===== src/rtl/unsigned_lt_compare_unit.sv =====
// Registered add/subtract and compare unit.
// The adder computes a+b or a-b. Its result is registered together with a zero
// flag and an unsigned a<b flag, so all outputs are valid one clock later.
// Optional build macro COMPARE_UNIT_SIGNED_LT_EN adds a registered signed
// less-than output lt_s.
// Requires WIDTH >= 2.

module unsigned_lt_compare_unit #(
  parameter int unsigned WIDTH = 32
) (
  input  logic             clk,
  input  logic             rst,
  input  logic             valid_in,
  input  logic [WIDTH-1:0] a,
  input  logic [WIDTH-1:0] b,
  input  logic             sub,
  output logic [WIDTH-1:0] s,
  output logic             cout,
  output logic             eq,
  output logic             lt_u,
`ifdef COMPARE_UNIT_SIGNED_LT_EN
  output logic             lt_s,
`endif
  output logic             valid_out
);

  localparam int unsigned Msb = WIDTH - 1;

  logic [WIDTH-1:0] b_op;
  logic [WIDTH:0]   sum_full;
  logic [WIDTH-1:0] sum_d;
  logic             cout_d;
  logic             eq_d;
  logic             lt_u_d;

  logic [WIDTH-1:0] s_q;
  logic             cout_q;
  logic             eq_q;
  logic             lt_u_q;
  logic             valid_q;

  // Shared adder: subtract is a + ~b + 1, so b is inverted and carry-in is sub.
  always_comb begin
    b_op     = b ^ {WIDTH{sub}};
    sum_full = {1'b0, a} + {1'b0, b_op} + {{WIDTH{1'b0}}, sub};
    sum_d    = sum_full[WIDTH-1:0];
    cout_d   = sum_full[WIDTH];
  end

  // Flags: in subtract mode a missing carry-out means a borrow, i.e. a < b.
  // Equal operands give cout=1, so the ~eq term is redundant but kept explicit.
  always_comb begin
    eq_d   = (sum_d == '0);
    lt_u_d = sub & ~cout_d & ~eq_d;
  end

`ifdef COMPARE_UNIT_SIGNED_LT_EN
  logic ovf_d;
  logic lt_s_d;
  logic lt_s_q;

  // Signed less-than: sign of the difference, corrected for signed overflow.
  always_comb begin
    ovf_d  = (a[Msb] != b[Msb]) & (sum_d[Msb] != a[Msb]);
    lt_s_d = sub & (sum_d[Msb] ^ ovf_d);
  end

  // Signed flag register follows the same reset/enable rules as the others.
  always_ff @(posedge clk) begin
    if (rst) begin
      lt_s_q <= 1'b0;
    end else if (valid_in) begin
      lt_s_q <= lt_s_d;
    end
  end

  assign lt_s = lt_s_q;
`endif

  // Result registers: reset wins over valid_in; results hold while valid_in=0.
  always_ff @(posedge clk) begin
    if (rst) begin
      s_q     <= '0;
      cout_q  <= 1'b0;
      eq_q    <= 1'b0;
      lt_u_q  <= 1'b0;
      valid_q <= 1'b0;
    end else begin
      valid_q <= valid_in;
      if (valid_in) begin
        s_q    <= sum_d;
        cout_q <= cout_d;
        eq_q   <= eq_d;
        lt_u_q <= lt_u_d;
      end
    end
  end

  assign s         = s_q;
  assign cout      = cout_q;
  assign eq        = eq_q;
  assign lt_u      = lt_u_q;
  assign valid_out = valid_q;

endmodule


===== config.mk =====
export PLATFORM = sky130hd
export DESIGN_NAME = unsigned_lt_compare_unit
export DESIGN_NICKNAME = d
export VERILOG_FILES = /design/src/rtl/unsigned_lt_compare_unit.sv
export SDC_FILE = /design/constraint.sdc
export NUM_CORES = 1
export LEC_CHECK = 0
export ABC_AREA = 1
export BUFFER_PORTS_ARGS = -buffer_cell sky130_fd_sc_hd__clkbuf_2
export CAP_MARGIN = 20
export CORE_MARGIN = 10
export CORE_UTILIZATION = 31
export CTS_BUF_LIST = sky130_fd_sc_hd__clkbuf_16
export DETAILED_ROUTE_END_ITERATION = 10
export GPL_TIMING_DRIVEN = 1
export PLACE_DENSITY = 0.54
export SYNTH_ARGS = -nofsm -noshare
export SYNTH_HDL_FRONTEND = slang
export SYNTH_SLANG_ARGS = --single-unit

===== constraint.sdc =====
create_clock -name clk -period 3.4 [get_ports clk]
set_input_delay 0.68 -clock clk [delete_from_list [all_inputs] [get_ports clk]]
set_output_delay 0.68 -clock clk [all_outputs]
set_load 0.05 [all_outputs]

Word-level counts from Yosys, hierarchy flattened. Index checks and enable logic that the tools add are counted.

Bitwise operators: 5. Reduce and logical (&&, ||, !) cells: 1. $add $sub $neg: 2.

Operators by type and width (count): $add A32 B32 Y33 (1); $add A33 B1 Y33 (1); $logic_not A32 Y1 (1); $xor A32 B32 Y32 (1); $and A1 B1 Y1 (2); $not A1 Y1 (2).

Bits in registers: 36. Input bits: 68. Logic and storage cells: 13. Output and inout port bits: 36.

Depth between registers and ports, before layout.
Word-level depth: 6. Gate-level depth with buffers: 21. Gate-level depth less buffers: 21.

Worst setup path after synthesis. No wires, ideal clock.

Kind: input-to-reg. Start point: in sub. End point: reg lt_u_q, in the netlist lt_u. Arrival: 2920 ps. Library setup time: 132 ps. Buffers on the path: 2. Path slack: 348 ps. Stages on the path: 20. Cell sequence: buf_2 -> buf_1 -> xor2_1 -> ha_1 -> nand2_1 -> inv_1 -> nand2_1 -> nand2_1 -> nand2_1 -> nand2_1 -> a21oi_1 -> nand2_1 -> nand2_1 -> nand2_1 -> nor2_1 -> nand2_1 -> nor2_1 -> nand3_2 -> nand2_1 -> a21oi_1.

Cells in the longest elaborated chain, start to end: 6.

Ends and longest elaborated chain: start, declared (line 16) `input logic sub,`; $xor A32 B32 Y32 (line 44) `b_op = b ^ {WIDTH{sub}};`; $add A32 B32 Y33 (line 45) `sum_full = {1'b0, a} + {1'b0, b_op} + {{WIDTH{1'b0}}, sub};`; $add A33 B1 Y33 (line 45); $logic_not A32 Y1 or $not A1 Y1 (tied branches) (line 53, 54); $not A1 Y1 or $and A1 B1 Y1 (tied branches) (line 54) `lt_u_d = sub & ~cout_d & ~eq_d;`; $and A1 B1 Y1 * (line 54); end signal, assigned (line 94) `lt_u_q <= lt_u_d;`; end, declared (line 39) `logic lt_u_q;`.

Every way passes the cells marked *; elsewhere a longest branch is shown, timed or not. A chain may end at the register's enable or synchronous reset.

Worst setup path in the final report. Ends and elaborated chain as after synthesis.

==> summary.txt <==
Route
  – WL/cell: 12.8 um
  – DR DRC count: 0
  – Final ANT Viol Nets: 0
  – DR pass1 iterations: 4
  – Total number of vias: 4530
  – Starting DRT DRC Count: roughly 230
  – Drt via density: between 4 and 5
  – Final wirelength: ~13000 um

Placed design
  – I/O Buffers: just over 100
  – Dpl hpwl: roughly 12000 um
  – Pre-CTS setup slack: approximately 0.18 ns
  – Final Wtd Congestion: 0.938
  – Placed Area: between 0.004 and 0.005 mm^2

Power
  – Sequential share of power: ~22%
  – Switching portion of total power: a little over two fifths
  – Switch Pwr: 0.957 mW
  – Worst vdd rail ir drop: 0.000225 V
  – P_int: approximately 1.3 mW
  – Pwr per Cell Area: about 440 mW/mm^2
  – Comb pwr share: approximately half
  – P_leak: about 3.1 nW
  – Part of the power in the clock network: between 20 and 30%

Hold path
  – Hold path depth: 2
  – Hold crit path type: flop to flop

Clock tree
  – Total clock sinks: 36
  – CTS Hold Buffers Added: 0
  – Htree depth: 2
  – CTS tree: done
  – Post-CTS Setup Repair Bufs: 0
  – Clock-pin slew on the worst setup and hold paths: 0.06 ns
  – Max Root-Sink Buffers: 2
  – Skew-Pair Late Insertion Delay: roughly 0.28 ns
  – CTS resizes: 0
  – CTS Buf Count: 5
  – Clock root cell: clkbuf_16

Timing
  – PnR worst setup slack: between 0.4 and 0.5 ns
  – RSZ-0062 raised after global routing: false
  – Final period utilization: between 80% and 90%
  – Slew headroom: 62.9%
  – Max frequency: 342 MHz
  – Measured slew at the worst slew-check pin: 0.557 ns
  – Setup Total Neg Slack: 0 ns
  – Tmin final: about 2.9 ns
  – Worst hold margin: 0.478 ns
  – Hold Fails Final Rpt: 0
  – Clock Skew: 0 ns
  – Final slew viol count: 0
  – Setup violations, final: 0

Synthesis
  – YS warnings: 0
  – Synth area leader: nand2_1
  – Post-Synthesis Cells: approximately 750
  – Post-synth top area share: 23.7%
  – Sequential fraction of the synthesis area: 17.2%
  – Synth area leaders: nand2_1 (24%), dfxtp_1 (17%), inv_1 (12%)
  – Syn Nets: around 860
  – Avg Cell Area, Syn: between 5 and 6 um^2
  – Yosys reg bits: 36
  – Synthesized area: 0.00418 mm^2
  – Netlist cell types: 31

Setup path
  – Worst reg2reg setup slack: 2.63 ns
  – CP max FO: 23
  – Setup crit end kind: flop
  – Setup crit start: sub
  – CP required: about 3.5 ns
  – Startpoint types: input port
  – Critical path class: input port to flop
  – Worst r2r src: s[26]
  – Arr. time, crit path: 3.07 ns
  – CP Capture Point: lt_u
  – FF-to-FF path depth: 4
  – FF-to-FF End: s[26]

Global routing
  – Antenna violations before repair: 0
  – Total GRT Usage: ~14%
  – First-pass GRT wire length: ~21000 um
  – Vias in the first global route: 4270
  – Grt total ovfl: 0
  – Pin count of the biggest net entering global routing: 30

Layout
  – Commonest non-fill, non-tap cells in the layout: nand2_1 (264), inv_1 (136), clkbuf_2 (103), nor2_1 (90), nand3_1 (39)
  – Area grow syn2layout: 23.2%
  – Final net count: 959
  – Ant diodes: 0
  – Share of post-route cells with drive strength above 1: between 10 and 15%
  – Leading cell type in the layout, fill and taps excluded: nand2_1
  – Fill count: roughly 1600
  – Cell area after layout: just over 0.005 mm^2

Die
  – Num rows: 42
  – Core Footprint: ~0.013 mm^2
  – Starting Density: roughly a third
  – Die Span Y: around 140 um
  – Die X: around 140 um
  – Top Ports: 104
  – Total die area: around 0.019 mm^2

Outcome
  – Status: finished clean

Flow run
  – Max-cap violations: 0
==> synth_stat cells (all sizes together) <==
| cell type | n |
|---|---|
| buf | 6 |
| a21oi | 25 |
| inv | 137 |
| clkbuf | 8 |
| and3 | 2 |
| xor2 | 32 |
| fa | 1 |
| o21bai | 3 |
| dfxtp | 36 |
| clkinv | 1 |
| nor3 | 5 |
| o21ai | 26 |
| nand3 | 40 |
| nor2 | 92 |
| nand2 | 266 |
| o211ai | 11 |
| a21boi | 1 |
| xnor2 | 2 |
| nand4 | 7 |
| a31oi | 4 |
| and2 | 4 |
| nand3b | 9 |
| ha | 34 |
==> logic make-up (layout without fill, tap and decap cells) <==
kind of cell / after synthesis / count (layout) / share of synthesized area [%]
adder cells (fa/ha/maj): 35 / 35 / 10.7
AND/OR/NAND/NOR: 425 / 425 / 41.8
buffers and inverters: 152 / 257 / 13.7
flip-flops: 36 / 36 / 17.2
AO/OA/AOI/OAI: 70 / 70 / 9.49
XOR/XNOR: 34 / 34 / 7.12
==> sequential cells by signal (all words and copies together) (netlist names) <==
register / count
lt_u: 1
valid_out: 1
cout: 1
eq: 1
s: 32
==> power by group through the flow <==
stage	combinational, mW	sequential (mW)	clock [mW]
3_3_place_gp	1.10	0.499	0
2_1_floorplan	0.629	0.654	0
3_5_place_dp	1.10	0.500	0
5_1_grt	1.24	0.498	0.692
6_report	1.10	0.491	0.671
4_1_cts	1.10	0.491	0.677
==> critical path: stages <==
cell and delay (ns):
clkbuf_2 0.12, buf_12 0.19, nand2_1 0.07, nand2_1 0.10, inv_1 0.06, fa_1 0.39
inv_1 0.12, nand3_1 0.10, nand2_1 0.12, nand2_1 0.08, nand2_1 0.13, nand2_1 0.09
nand2_1 0.07, nand2_1 0.04, nand2_1 0.13, nand2_1 0.07, nor2_1 0.10, nand3_1 0.08
nor2_1 0.13, nand3_2 0.09, nand2_1 0.07, a21oi_1 0.06
==> worst min-delay path by stage <==
| stage | start | slack (ns) | endpoint |
|---|---|---|---|
| after floorplan | lt_u | 0.69 | lt_u |
| after global placement | lt_u | 0.46 | lt_u |
| after detailed placement | s[2] | 0.47 | s[2] |
| after CTS | lt_u | 0.48 | lt_u |
| after global routing | s[0] | 0.50 | s[0] |
| final | s[2] | 0.48 | s[2] |
==> routing by layer <==
layer / track usage (%) / wire, um
met5: 0 / 0
met4: 1.78 / 68
met3: 2.07 / 731
met2: 22.2 / 5620
met1: 20.0 / 6780
==> layout make-up <==
cell class              instances  area (um^2)  share of cell area [%]
clock buffers                   5          125                    2.43
clock inverters                 3         90.1                    1.75
repair buffers                111          588                    11.4
flip-flops and latches         36          721                    14.0
well taps                     176          220                    4.27
inverters                     138          518                    10.1
multi-input cells             564         2890                    56.1
==> through the flow <==
step           util, %  power (mW)  instances
2_1_floorplan        -        1.28        752
3_3_place_gp      37.3        1.60       1025
3_5_place_dp      37.3        1.60       1025
4_1_cts           38.9        2.27       1033
5_1_grt           38.9        2.43       1033
6_report          38.9        2.26       1033
No activity file was read; power rests on OpenSTA's default activity.
